$ cat src/rtl/layer_sequencer.sv
// Layer sequencer: issues M neuron computations to the MAC controller, rescales each
// final accumulator (shift, ReLU, unsigned saturation) and holds the activations for the next layer.
module layer_sequencer #(
    parameter int M     = 8,
    parameter int IDX_W = 3,
    parameter int ACC_W = 32,
    parameter int SHIFT = 8,
    parameter int OUT_W = 8
) (
    input  logic                    clk,
    input  logic                    rst,
    input  logic                    start,
    input  logic                    ip_ready,
    input  logic signed [ACC_W-1:0] acc_in,
    input  logic [IDX_W-1:0]        rd_addr,
    output logic                    ip_start,
    output logic [IDX_W-1:0]        neuron_sel,
    output logic                    busy,
    output logic                    done,
    output logic [OUT_W-1:0]        rd_data
);

    typedef enum logic [2:0] {
        IDLE,
        ISSUE,
        WAIT_LO,
        WAIT_HI,
        CAPTURE,
        DONE
    } state_t;

    localparam logic [IDX_W-1:0] LAST_SEL = IDX_W'(M - 1);

    state_t           state, state_nxt;
    logic [IDX_W-1:0] sel_q, sel_nxt;
    logic [OUT_W-1:0] act_mem [M];
    logic             wr_vld_p0;
    logic [OUT_W-1:0] act_p0;
    logic [OUT_W-1:0] rd_mux_p0;
    logic [OUT_W-1:0] rd_data_p1;

    // Negative results clamp to zero; anything above the OUT_W range clamps to full scale.
    function automatic logic [OUT_W-1:0] relu_sat(input logic signed [ACC_W-1:0] x);
        logic signed [ACC_W-1:0] s;
        s = x >>> SHIFT;
        if (s < 0)
            return '0;
        if (|s[ACC_W-2:OUT_W])
            return '1;
        return s[OUT_W-1:0];
    endfunction

    always_ff @(posedge clk or posedge rst) begin
        if (rst) begin
            state <= IDLE;
            sel_q <= '0;
        end else begin
            state <= state_nxt;
            sel_q <= sel_nxt;
        end
    end

    // WAIT_LO exists so the still-high ready of the issue cycle is never taken as completion.
    always_comb begin
        state_nxt = state;
        sel_nxt   = sel_q;
        ip_start  = 1'b0;
        busy      = 1'b0;
        done      = 1'b0;
        wr_vld_p0 = 1'b0;
        case (state)
            IDLE: begin
                if (start) begin
                    state_nxt = ISSUE;
                    sel_nxt   = '0;
                end
            end
            ISSUE: begin
                busy = 1'b1;
                if (ip_ready) begin
                    ip_start  = 1'b1;
                    state_nxt = WAIT_LO;
                end
            end
            WAIT_LO: begin
                busy = 1'b1;
                if (!ip_ready)
                    state_nxt = WAIT_HI;
            end
            WAIT_HI: begin
                busy = 1'b1;
                if (ip_ready)
                    state_nxt = CAPTURE;
            end
            CAPTURE: begin
                busy      = 1'b1;
                wr_vld_p0 = 1'b1;
                if (sel_q == LAST_SEL) begin
                    state_nxt = DONE;
                end else begin
                    sel_nxt   = sel_q + IDX_W'(1);
                    state_nxt = ISSUE;
                end
            end
            DONE: begin
                done      = 1'b1;
                sel_nxt   = '0;
                state_nxt = IDLE;
            end
            default: state_nxt = IDLE;
        endcase
    end

    // Stage p0: activation of the settled accumulator, written in CAPTURE
    assign act_p0 = relu_sat(acc_in);

    always_ff @(posedge clk or posedge rst) begin
        if (rst) begin
            for (int i = 0; i < M; i++)
                act_mem[i] <= '0;
        end else if (wr_vld_p0) begin
            for (int i = 0; i < M; i++)
                if (sel_q == IDX_W'(i))
                    act_mem[i] <= act_p0;
        end
    end

    // Addresses at or beyond M match no entry and read as zero.
    always_comb begin
        rd_mux_p0 = '0;
        for (int i = 0; i < M; i++)
            if (rd_addr == IDX_W'(i))
                rd_mux_p0 = act_mem[i];
    end

    // Stage p1: registered read port
    always_ff @(posedge clk or posedge rst) begin
        if (rst)
            rd_data_p1 <= '0;
        else
            rd_data_p1 <= rd_mux_p0;
    end

    assign rd_data    = rd_data_p1;
    assign neuron_sel = sel_q;

endmodule

$ cat config.mk
export PLATFORM = sky130hd
export DESIGN_NAME = layer_sequencer
export DESIGN_NICKNAME = d
export VERILOG_FILES = /design/src/rtl/layer_sequencer.sv
export SDC_FILE = /design/constraint.sdc
export NUM_CORES = 1
export LEC_CHECK = 0
export BUFFER_PORTS_ARGS = -buffer_cell sky130_fd_sc_hd__buf_4
export CORE_ASPECT_RATIO = 2
export CORE_MARGIN = 2
export CORE_UTILIZATION = 51
export DETAILED_ROUTE_END_ITERATION = 6
export GPL_TIMING_DRIVEN = 0
export PLACE_DENSITY_LB_ADDON = 0.3
export SYNTH_ARGS = -nofsm -noshare
export SYNTH_HDL_FRONTEND = slang
export SYNTH_SLANG_ARGS = --single-unit
$ cat constraint.sdc
create_clock -name clk -period 2.1 [get_ports clk]
set_clock_uncertainty 0.1 [all_clocks]
set_input_delay 0.105 -clock clk [delete_from_list [all_inputs] [get_ports clk]]
set_output_delay 0.105 -clock clk [all_outputs]
set_load 0.005 [all_outputs]
==> flow_summary.toml, run 1 <==
[route]
wl_per_cell_um = 17.9
drt_wl_total_um = 9550
antenna_left = 0
vias = 3034
drc_errors = 0
firstDrtPassIters = 7
post_drt_via_cell_ratio = 5.68
drt_iter0_drc = 280

[setup_path]
end_kind = "flop"
cp.arrival_ns = 2.10
path_class = "reg -> reg"
path_max_fanout = 9
crit_start = "state[1]"
reg2reg_from = "state[1]"
startpoint_type = "flop"
rr_endpoint = "act_mem[58]"
r2r_cells = 6
crit_end = "act_mem[58]"
rrSetupSlack_ns = 0.15
crit_required_ns = 2.25

[power_and_ir_drop]
ir_drop_mv = 0.787
power.total_mw = 4.44
power_leakage_nw = 2.12
power_density_mw_per_mm2 = 967

[die]
initial_utilization_pct = 52.0
die_area_mm2 = 0.00803
core_mm2 = 0.00716
die_y_um = 125
fp.dieW_um = 64.4
num_rows = 44
io_pins = 53

[clock_tree]
cts_tree = "yes"
numCtsBuffers = 9
clock_path_buffers = 2
cts_sinks = 78
clock_latency_ns = 0.34
cts_root_buf = "clkbuf_16"
cts.clk_slew.worst_paths_ns = 0.06
htreeDepth = 3

[logic_synthesis]
synth-seq-cells = 78
synth_top_area_share_pct = 52.5
ys_seq_area_share_pct = 52.5
ys_warn_count = 0
synthFlopType = "dfrtp_1"
syn-num-nets = 421
yosysTopAreaCell = "dfrtp_1"
postSynthCellCount = 376
synth_cell_types = 45
syn_area_mm2 = 0.00372
ys_top_cells_by_area = "dfrtp_1, nand2_1, o21ai_0, mux2i_1, o31ai_1"
synth_edf_count = 0
avgSynthCellArea_um2 = 9.89
synthArstFlopShare_pct = 100

[placed_design]
dp_slack_ns = 0.00761
io_buffers = 43
place_congestion = 0.898
dp_hpwl_um = 6700

[sta]
fin_crit_sh_pct = 92.8
relSlewSlack_pct = 41.0
finalSetupViolCount = 0
max_freq_mhz = 513
holdWs_ns = 0.0787
finalHoldViolations = 0
slew_violations = 0
finalCriticalPeriod_ns = 1.95
worst_slew_pin_slew_ns = 0.882
setup_ws_ns = 0.152

[cells_and_area]
syn_to_final_growth_pct = 23.4
fin_nets = 482
mostFrequentLayoutCells = "nand2_1, dfrtp_1, buf_4"
final_common_cell = "nand2_1"
insertedDiodeCount = 0
drive_above_1_share_pct = 21.9
fin_util_pct = 64.1

[run_status]
status = "finished clean"

[global_routing]
grt_pass1_vias = 2923
grt_usage_pct = 26.2
grt_overflow = 0
antenna_found_initial = 0
grt_max_degree = 41
grt_pass1_wl_um = 15700

[hold_path]
hp-class = "in -> reg"
min_from = "acc_in[12]"

[run]
maxCapViolCount = 0
cells in the mapped netlist (3+ instances only):
| master | n |
|---|---|
| dfrtp_1 | 78 |
| buf_2 | 7 |
| a32oi_1 | 3 |
| ha_1 | 6 |
| a22o_1 | 4 |
| mux2_2 | 3 |
| nand3_2 | 3 |
| inv_1 | 6 |
| o31ai_1 | 18 |
| a221oi_1 | 3 |
| nand2_2 | 3 |
| mux2i_1 | 14 |
| nand2_1 | 79 |
| o21ai_0 | 34 |
| nor4_1 | 4 |
| o21ai_1 | 12 |
| nor2_1 | 19 |
| nand3_1 | 5 |
| a21oi_1 | 8 |
| clkbuf_1 | 11 |
| o22a_1 | 3 |
| nor2b_1 | 7 |
| o21ai_2 | 12 |
| or2_0 | 6 |
layout make-up:
class / count / area [um^2]
well taps: 92 / 115
multi-input cells: 269 / 1640
flip-flops and latches: 78 / 1950
plain buffers: 23 / 110
fillers: 622 / 2570
clock inverters: 3 / 90.1
inverters: 6 / 26.3
clock buffers: 13 / 260
repair buffers: 50 / 395
kinds of logic after synthesis:
| logic type | synth area share (%) |
|---|---|
| and+or+nand+nor | 18.1 |
| AOI/OAI and AO/OA | 18.1 |
| DFF | 52.5 |
| buffers and inverters | 3.57 |
| muxes | 5.28 |
| adders and majority gates | 2.02 |
| xor gates and xnor gates | 0.471 |
power by group:
part	internal, mW	switching, mW
clock network	1.23	0.609
logic	0.360	0.361
registers	1.71	0.164
total	3.30	1.13
stage by stage:
step | setup TNS (ns) | cell area [um^2] | cells
floorplan | 0 | 3720 | 376
global placement | 0 | 4160 | 511
detailed placement | 0 | 4180 | 512
CTS | 0 | 4560 | 531
global route | -0.0276 | 4590 | 534
finish | 0 | 4590 | 534
critical path, cell delays in order (launching register included):
cell	delay, ns
dfrtp_1	0.48
nor4b_4	0.30
buf_4	0.18
nand2_2	0.16
or2_0	0.24
clkbuf_1	0.19
o21ai_0	0.21
registers in the layout (all words and copies together) (netlist names):
name        cells
neuron_sel      3
rd_data         8
state           3
act_mem        64
layer usage:
layer  vias up  share of wire [%]  global-route usage, %
met2        93                 50                   40.7
met5         -                  0                      0
met3        26                4.6                   5.33
li1       1447                  -                      -
met4         0                3.5                   10.4
met1      1468                 42                   35.7
timing repair:
| item | in CTS | in global routing |
|---|---|---|
| hold endpoints to repair | 40 | 0 |
| endpoints found under the setup margin | 0 | 28 |
| buffers inserted | 0 | 3 |
| hold buffers | 3 | 0 |
| gates resized for setup | 0 | 2 |
worst min path at each step:
stage	endpoint	slack, ns	cells after the start
2_1_floorplan	state[0]	0.10	1
3_3_place_gp	state[0]	0.21	2
3_5_place_dp	state[0]	0.21	2
6_report	act_mem[28]	0.08	3
5_1_grt	act_mem[28]	0.09	3
4_1_cts	act_mem[28]	0.08	3
Note: power is estimated with default switching activity, not from simulation.
==> inputs of run 2 (changes only) <==
- RECOVER_POWER: default -> 50
==> flow_summary.toml, run 2 (synthesized netlist as in run 1, its figures left out) <==
[power_and_ir_drop]
ir_drop_mv = 0.783
power_leakage_nw = 2.11
p_sw_mw = 1.14
combPwrFrac_pct = 16.1
seqPwrFrac_pct = 42.4
power_density_mw_per_mm2 = 969
p_clk_share_pct = 41.4
intPower_mw = 3.29
p_sw_share_pct = 25.6

[clock_tree]
clock_latency_ns = 0.34
cts_root_buf = "clkbuf_16"
htreeDepth = 3
cts.clk_slew.worst_paths_ns = 0.06
numCtsBuffers = 9
cts_sinks = 78
cts_tree = "yes"
clock_path_buffers = 2

[sta]
finalCriticalPeriod_ns = 1.96
worst_slew_pin_slew_ns = 0.866
slew_violations = 0
finalHoldViolations = 0
setup_ws_ns = 0.142
finalSetupViolCount = 0
fin_setup_tns_ns = 0
max_freq_mhz = 511
fin_crit_sh_pct = 93.2
relSlewSlack_pct = 42.0

[cells_and_area]
fin_nets = 482
mostFrequentLayoutCells = "nand2_1, dfrtp_1, buf_4"
drive_above_1_share_pct = 21.5
largest_register_ffs = 64
regMostFlops = "act_mem"
insertedDiodeCount = 0
final_common_cell = "nand2_1"
syn_to_final_growth_pct = 22.9
fillCellCount = 624

[route]
firstDrtPassIters = 5
post_drt_via_cell_ratio = 5.71
drt_wl_total_um = 9630
vias = 3047
drt_iter0_drc = 220
wl_per_cell_um = 18.0
drc_errors = 0
antenna_left = 0

[placed_design]
dp_hpwl_um = 6700
place_congestion = 0.898
io_buffers = 43
dp_slack_ns = 0.00761

[setup_path]
path_class = "reg -> reg"
rr_endpoint = "act_mem[63]"
rrSetupSlack_ns = 0.14
crit_required_ns = 2.25
reg2reg_from = "state[1]"
cp.arrival_ns = 2.11
path_max_fanout = 9
end_kind = "flop"
crit_start = "state[1]"
startpoint_type = "flop"
r2r_cells = 6

[hold_path]
worstHoldPathCells = 3
min_to = "act_mem[28]"
min_from = "acc_in[12]"
hp-class = "in -> reg"

[die]
initial_utilization_pct = 52.0
core_mm2 = 0.00716
die_y_um = 125
fp.dieW_um = 64.4
io_pins = 53
die_area_mm2 = 0.00803
num_rows = 44

[global_routing]
grt_pass1_vias = 2923
grt_overflow = 0
grt_max_degree = 41
antenna_found_initial = 0
grt_pass1_wl_um = 15700
grt_usage_pct = 26.2

[run]
maxCapViolCount = 0

[run_status]
status = "finished clean"
run 2: cell count changes in the layout (fill, tap and decap cells not counted):
cell,delta
buf_12,-1
buf_4,-12
clkbuf_1,+1
clkbuf_4,+12
mux2_1,+1
mux2_2,-1
run 2: timing repair:
item                                    4_1_cts  5_1_grt
endpoints found under the hold margin        40        0
hold buffers                                  3        0
gates resized for setup                       0        2
buffers inserted                              0        3
endpoints found under the setup margin        0       28
run 2: stage by stage:
step	hold WS, ns	utilization (%)	power (mW)	instance area [um^2]	cells
after floorplan	0.103	-	2.32	3720	376
after global placement	0.209	58.1	2.56	4160	511
after detailed placement	0.214	58.4	2.59	4180	512
after CTS	0.0772	63.7	4.42	4560	531
after global routing	0.0869	63.9	4.62	4570	534
final	0.0819	63.9	4.43	4570	534
run 2: power by group through the flow:
stage / sequential [mW] / clock, mW / combinational (mW)
6_report: 1.88 / 1.84 / 0.715
4_1_cts: 1.88 / 1.84 / 0.711
3_3_place_gp: 1.90 / 0 / 0.668
2_1_floorplan: 1.86 / 0 / 0.463
5_1_grt: 1.90 / 1.91 / 0.806
3_5_place_dp: 1.90 / 0 / 0.692
run 2: how the worst max path moves through the flow:
stage	to	slack, ns	depth (start not counted)
floorplan	act_mem[41]	0.37	6
global placement	act_mem[57]	0.03	5
detailed placement	act_mem[57]	0.008	5
CTS	act_mem[12]	0.05	6
global route	act_mem[58]	-0.009	7
finish	act_mem[63]	0.14	6
run 2: layout make-up:
class                      count  area [um^2]  area share, %
multi-input combinational    269         1640           35.9
buffer                        23          110           2.41
tap                           92          115           2.52
clock buffer                  13          260           5.69
inverter                       6         26.3          0.575
timing repair buffer          50          379           8.29
sequential                    78         1950           42.7
clock inverter                 3         90.1           1.97
run 2: worst max-delay path, cell delays in order, from the launching register on:
cell and delay [ns]:
dfrtp_1 0.48, nor4b_4 0.30, buf_4 0.18, nand2_2 0.16
or2_0 0.24, clkbuf_1 0.19, o21ai_0 0.21
run 2: routing by layer:
metal | part of all wire, % | vias up | GRT usage [%]
li1 | - | 1440 | -
met1 | 43 | 1508 | 35.7
met2 | 50 | 85 | 40.7
met3 | 4.7 | 14 | 5.33
met4 | 2.5 | 0 | 10.4
met5 | 0 | - | 0
